<file path="src/rtl/i2s_tx_axis.sv">
//
// i2s_tx_axis
// -----------
// AXI4-Stream slave to I2S master transmitter. Each accepted 32-bit stream
// word is one stereo frame: left sample in [31:16], right sample in [15:0],
// both 16-bit two's complement. The block derives the I2S bit clock and word
// select from an externally supplied audio master clock. It then shifts each
// sample out MSB-first with the standard I2S one-bit delay after every word
// select change.
//
// All logic runs on s00_axis_aclk. mclk is only sampled and is never used
// as a clock. Its high and low phases must each last at least 2 aclk cycles
// so that the synchronizer sees every edge.
//
// Ports
//   s00_axis_aclk    in   1   clock for all logic
//   s00_axis_areset  in   1   synchronous, active-high reset
//   mclk             in   1   audio master clock (sampled)
//   bclk             out  1   I2S bit clock, mclk/4, 50% duty
//   lrclk            out  1   word select, 0 = left, 1 = right, 64 bclk period
//   sdata            out  1   serial data, changes with the bclk falling edge
//   s00_axis_tready  out  1   high while the holding register is empty
//   s00_axis_tdata   in   32  {left[15:0], right[15:0]}
//   s00_axis_tlast   in   1   ignored
//   s00_axis_tvalid  in   1   stream word valid
//
// Parameters
//   C_S00_AXIS_TDATA_WIDTH  stream data width; only 32 is supported
//
// Build option
//   I2STX_REPEAT_ON_UNDERRUN_EN
//     defined   : on underrun the last transmitted frame is sent again
//                 (zeros if nothing has been sent since reset)
//     undefined : on underrun a frame of zeros is sent
//
// Data path
//   mclk -> 2-flop synchronizer -> rising-edge detect -> mclk_tick
//   mclk_tick / 2 -> bclk toggle
//   bclk falling toggle -> bit position counter -> lrclk / sdata
//   stream -> holding register -> frame sample registers (at frame wrap)

module i2s_tx_axis #(
    parameter int C_S00_AXIS_TDATA_WIDTH = 32
) (
    input  logic                              s00_axis_aclk,
    input  logic                              s00_axis_areset,
    input  logic                              mclk,
    output logic                              bclk,
    output logic                              lrclk,
    output logic                              sdata,
    output logic                              s00_axis_tready,
    input  logic [C_S00_AXIS_TDATA_WIDTH-1:0] s00_axis_tdata,
    input  logic                              s00_axis_tlast,
    input  logic                              s00_axis_tvalid
);

    localparam int DATA_W = 16;   // bits per audio sample
    localparam int POS_W  = 6;    // 64 bit positions per stereo frame

    logic rst;
    assign rst = s00_axis_areset;

    // The stream framing carries no meaning for a continuous audio stream.
    logic unused_tlast;
    assign unused_tlast = s00_axis_tlast;

    // Returns the serial bit for slot position s of a sample. Position 0 is
    // the I2S delay bit after the word select change. Positions 1..16 carry
    // sample bits 15..0. The remaining positions are padding zeros.
    // For s in 1..16 the bit index is 16-s, which equals (0 - s) mod 16.
    function automatic logic slot_bit(input logic signed [DATA_W-1:0] smp,
                                      input logic [4:0]               s);
        logic [3:0] idx;
        idx = 4'd0 - s[3:0];
        if ((s >= 5'd1) && (s <= 5'd16)) begin
            return smp[idx];
        end
        return 1'b0;
    endfunction

    logic                              mclk_p0;
    logic                              mclk_p1;
    logic                              mclk_p2;
    logic                              mclk_tick;
    logic                              tick_div;
    logic [POS_W-1:0]                  pos;
    logic [POS_W-1:0]                  pos_nxt;
    logic                              bclk_fall;
    logic                              frame_load;
    logic                              accept;
    logic [C_S00_AXIS_TDATA_WIDTH-1:0] hold_data;
    logic                              hold_vld;
    logic                              hold_vld_nxt;
    logic signed [DATA_W-1:0]          l_smp;
    logic signed [DATA_W-1:0]          r_smp;
    logic signed [DATA_W-1:0]          cur_smp;

    // ---- stage p0/p1: mclk synchronizer, p2: previous value for edge detect
    always_ff @(posedge s00_axis_aclk) begin
        if (rst) begin
            mclk_p0   <= 1'b0;
            mclk_p1   <= 1'b0;
            mclk_p2   <= 1'b0;
            mclk_tick <= 1'b0;
        end else begin
            mclk_p0   <= mclk;
            mclk_p1   <= mclk_p0;
            mclk_p2   <= mclk_p1;
            mclk_tick <= mclk_p1 & ~mclk_p2;
        end
    end

    // ---- bit clock: every second mclk tick toggles bclk
    always_ff @(posedge s00_axis_aclk) begin
        if (rst) begin
            tick_div <= 1'b0;
            bclk     <= 1'b0;
        end else if (mclk_tick) begin
            tick_div <= ~tick_div;
            if (tick_div) begin
                bclk <= ~bclk;
            end
        end
    end

    // A falling toggle happens on a qualifying tick while bclk is high.
    assign bclk_fall  = mclk_tick & tick_div & bclk;
    assign pos_nxt    = pos + POS_W'(1);
    assign frame_load = bclk_fall & (pos == '1);
    assign accept     = s00_axis_tvalid & s00_axis_tready;

    // The new bit belongs to the position being entered, not the one being
    // left. pos_nxt therefore selects both the channel and the slot bit.
    assign cur_smp = pos_nxt[POS_W-1] ? r_smp : l_smp;

    // ---- serializer: position counter, word select and data, all on the
    //      bclk falling toggle
    always_ff @(posedge s00_axis_aclk) begin
        if (rst) begin
            pos   <= '0;
            lrclk <= 1'b0;
            sdata <= 1'b0;
        end else if (bclk_fall) begin
            pos   <= pos_nxt;
            lrclk <= pos_nxt[POS_W-1];
            sdata <= slot_bit(cur_smp, pos_nxt[4:0]);
        end
    end

    // ---- frame sample registers, reloaded when the position wraps 63 -> 0.
    //      On underrun they either clear or keep the frame just sent.
    always_ff @(posedge s00_axis_aclk) begin
        if (rst) begin
            l_smp <= '0;
            r_smp <= '0;
        end else if (frame_load) begin
            if (hold_vld) begin
                l_smp <= $signed(hold_data[2*DATA_W-1:DATA_W]);
                r_smp <= $signed(hold_data[DATA_W-1:0]);
            end
`ifndef I2STX_REPEAT_ON_UNDERRUN_EN
            else begin
                l_smp <= '0;
                r_smp <= '0;
            end
`endif
        end
    end

    // Holding register occupancy. If a load and an accept land in the same
    // cycle, the load takes the old word, the new word replaces it, and the
    // register stays full.
    always_comb begin
        hold_vld_nxt = hold_vld;
        if (frame_load) begin
            hold_vld_nxt = 1'b0;
        end
        if (accept) begin
            hold_vld_nxt = 1'b1;
        end
    end

    // ---- stream side: holding register and registered tready. tready
    //      depends only on the next holding state, so there is no
    //      combinational path from tvalid to tready.
    always_ff @(posedge s00_axis_aclk) begin
        if (rst) begin
            hold_vld        <= 1'b0;
            s00_axis_tready <= 1'b0;
        end else begin
            hold_vld        <= hold_vld_nxt;
            s00_axis_tready <= ~hold_vld_nxt;
        end
    end

    always_ff @(posedge s00_axis_aclk) begin
        if (rst) begin
            hold_data <= '0;
        end else if (accept) begin
            hold_data <= s00_axis_tdata;
        end
    end

endmodule

</file>
<file path="config.mk">
export PLATFORM = sky130hd
export DESIGN_NAME = i2s_tx_axis
export DESIGN_NICKNAME = d
export VERILOG_FILES = /design/src/rtl/i2s_tx_axis.sv
export SDC_FILE = /design/constraint.sdc
export NUM_CORES = 1
export LEC_CHECK = 0
export ABC_AREA = 1
export BUFFER_PORTS_ARGS = -buffer_cell sky130_fd_sc_hd__buf_4
export CAP_MARGIN = 15
export CELL_PAD_IN_SITES_DETAIL_PLACEMENT = 1
export CELL_PAD_IN_SITES_GLOBAL_PLACEMENT = 1
export CORE_MARGIN = 5
export CORE_UTILIZATION = 29
export CTS_BUF_LIST = sky130_fd_sc_hd__clkbuf_8
export CTS_CLUSTER_SIZE = 8
export DETAILED_ROUTE_END_ITERATION = 10
export PLACE_DENSITY_LB_ADDON = 0.1
export SYNTH_ARGS = -nofsm -noshare
export SYNTH_HDL_FRONTEND = slang
export SYNTH_SLANG_ARGS = --single-unit
</file>
<file path="constraint.sdc">
create_clock -name s00_axis_aclk -period 1.8 [get_ports s00_axis_aclk]
set_input_delay 0.09 -clock s00_axis_aclk [delete_from_list [all_inputs] [get_ports s00_axis_aclk]]
set_output_delay 0.09 -clock s00_axis_aclk [all_outputs]
set_load 0.02 [all_outputs]
</file>
==> impl_metrics.json <==
{
  "syn_area_mm2": 0.00333,
  "antenna_left": 0,
  "required_ns": 2.05,
  "ys_seq_area_share_pct": 47.5,
  "synth_fp_nets": 485,
  "synth_top_area_share_pct": 47.5,
  "h-tree-depth": 3,
  "grt_pass1_wl_um": 15200,
  "status": "completed",
  "tightest_slew_ns": 0.495,
  "worstPathCellList": "ha_2 -> nand2_2 -> nor2_2 -> inv_2 -> nor2_4 -> nand3_4 -> buf_4 -> a21oi_1 -> nor3_2",
  "fmax_mhz": 609,
  "die_w_um": 117,
  "detail_route.wirelength_um": 8960,
  "crit_arrival_ns": 1.89,
  "cp_slowest_stage_delay_ns": 0.36,
  "hold_class": "input pin to flop",
  "antenna_found_initial": 0,
  "n_antenna_cell": 0,
  "die_area_mm2": 0.0137,
  "die_h_um": 117,
  "synth-seq-cells": 79,
  "synthFlopType": "dfxtp_1",
  "maxCapViolCount": 0,
  "drive_gt1_share_pct": 19.4,
  "intPower_mw": 2.56,
  "layout.cells.non_filler": 668,
  "power_switching_mw": 0.829,
  "finalPower_mw": 3.39,
  "clkLatencyLatePin_ns": 0.37,
  "io_pins": 41,
  "worst_clock_skew_ns": 0.00653,
  "vias": 3059,
  "p_sw_share_pct": 24.4,
  "grt_pass1_vias": 3167,
  "start_util_pct": 29.4,
  "numClockSinks": 79,
  "final_design_area_no_fill_mm2": 0.00439,
  "post_cts_buffers": 0,
  "setup_viol": 0,
  "p_clk_share_pct": 37.2,
  "num_rows": 39,
  "powerDensity_mw_per_mm2": 773,
  "synth_cell_type_count": 27,
  "synth_cells": 446,
  "grt_use_total_pct": 14.4,
  "routed_via_density": 4.58,
  "drv_slew": 0,
  "dp.cells": 620,
  "clockRootBuffer": "clkbuf_8",
  "dpl.hpwl_um": 6480,
  "ys_top_cells_by_area": "dfxtp_1 47%, nor2_1 12%, a21oi_1 6.0%",
  "finalCriticalPeriod_ns": 1.64,
  "area_growth_pct": 31.7,
  "placedInstanceArea_mm2": 0.00384,
  "nNetsFinal": 560,
  "criticalPathCategory": "flop to flop",
  "synth_top_area_cell": "dfxtp_1",
  "grt_max_degree": 39,
  "finalHoldViolCount": 0,
  "slew_headroom_pct": 66.9,
  "gr-total-overflow": 0,
  "synthArstFlopShare_pct": 0,
  "io_buffers": 39,
  "dr.pass1.iters": 4,
  "cts_made_buffers": 9,
  "synth_edf_count": 0,
  "startpoint_type": "flop",
  "finalSetupTns_ns": 0,
  "p_seq_share_pct": 54.2,
  "cts_max_path_buffers": 2,
  "post-place-ws_ns": 0.0714,
  "path_clk_slew_ns": 0.08,
  "ir_worst_vdd_mv": 0.388,
  "cp_slowest_cell": "dfxtp_2",
  "dr.first_iter.drc_count": 82,
  "cts_tree": "done",
  "r2r_setup_slack_ns": 0.16,
  "gp_congestion": 0.780,
  "yosys_warnings": 0,
  "drc_errors": 0,
  "power_leakage_nw": 1.75,
  "rsz0062_at_grt": "no",
  "finalWorstSetupSlack_ns": 0.159,
  "wl_per_cell_um": 13.4,
  "synth_area_per_cell_um2": 7.47,
  "cp_max_fo": 12,
  "endpoint_kind": "flop",
  "comb_power_share_pct": 8.6,
  "finalCritPeriodShare_pct": 91.2,
  "fillCellCount": 1390,
  "coreArea_mm2": 0.0113
}
timing repair:
action	4_1_cts	5_1_grt
setup endpoints to repair	0	27
hold endpoints to repair	33	0
resized for setup	0	11
hold buffers	33	0
path summary, 6_finish.rpt:
kind,startpoint,to,cells past startpoint
hold reg to reg,mclk_p2$_SDFF_PP0_,mclk_tick$_SDFF_PP0_,1
setup / recovery,pos[0]$_SDFFE_PP0P_,l_smp[4]$_SDFFE_PP0P_,9
setup reg to reg,pos[0]$_SDFFE_PP0P_,l_smp[4]$_SDFFE_PP0P_,9
hold / removal,s00_axis_areset,tick_div$_SDFFE_PP0P_,4
through the flow:
step	util, %	hold WS, ns
6_report	38.7	0.0685
5_1_grt	38.7	0.116
4_1_cts	38.5	0.0745
3_5_place_dp	34.0	0.300
3_3_place_gp	34.0	0.291
2_1_floorplan	-	0.197
layer usage:
| metal | up-vias | share of wire, % | GRT usage, % |
|---|---|---|---|
| met3 | 9 | 3.1 | 3.55 |
| met2 | 31 | 47 | 23.6 |
| met1 | 1419 | 49 | 18.0 |
| met5 | - | 0 | 0 |
| met4 | 0 | 1.5 | 5.73 |
| li1 | 1600 | - | - |
cells in the final DEF, fill, tap and decap left out, types with 21 or more instances in the layout:
cell           Yosys  layout
dlygate4sd3_1      0      33
nor2_1           109     105
a21oi_1           40      40
dfxtp_1           79      76
nand3_1           21      21
inv_1             25      25
buf_4              0      54
nor3_1            24      24
nand2_1           49      49
o21ai_0           36      36
cell type report:
cell class / count / area (um2) / share of cell area, %
Timing Repair Buffer: 90 / 796 / 18.1
Tap cell: 143 / 179 / 4.08
Inverter: 30 / 113 / 2.57
Clock inverter: 3 / 17.5 / 0.399
Sequential cell: 79 / 1590 / 36.2
Multi-Input combinational cell: 311 / 1530 / 34.8
Clock buffer: 12 / 165 / 3.77
Yosys cell counts, drive strengths merged (2+ instances only):
library cell and count:
o21ai 38, nor2 112, xor2 2, inv 30, a211oi 4, dfxtp 79, ha 2, clkbuf 17
nand3 24, a21oi 40, nor3 30, nand2 52, o22ai 4, buf 9
power by group through the flow:
stage	Combinational (mW)	Sequential, mW	Clock [mW]
global placement	0.234	1.88	0
floorplan	0.135	1.87	0
global route	0.330	1.85	1.39
CTS	0.297	1.84	1.31
finish	0.293	1.84	1.26
detailed placement	0.241	1.88	0
logic make-up (layout without fill, tap and decap cells):
| group | after synthesis | in the layout | share of synthesized area [%] |
|---|---|---|---|
| simple gates | 218 | 218 | 29.5 |
| compound gates | 89 | 89 | 14.4 |
| flops | 79 | 79 | 47.5 |
| buf+inv | 56 | 135 | 7.29 |
| fa+ha+maj | 2 | 2 | 0.751 |
| xor+xnor | 2 | 2 | 0.526 |
state kept, by name (all words and copies together) (netlist names), 5 cells and up:
register,flops
hold_data,32
l_smp,16
r_smp,16
pos,5
worst max-delay path, delay by kind of cell (launching register included):
family / cells / cell delay [ns]
buffers and inverters: 2 / 0.26
and+or+nand+nor: 5 / 0.47
AOI/OAI and AO/OA: 1 / 0.22
DFF: 1 / 0.36
adders and majority gates: 1 / 0.20
Power figures use the tool's default switching activity.
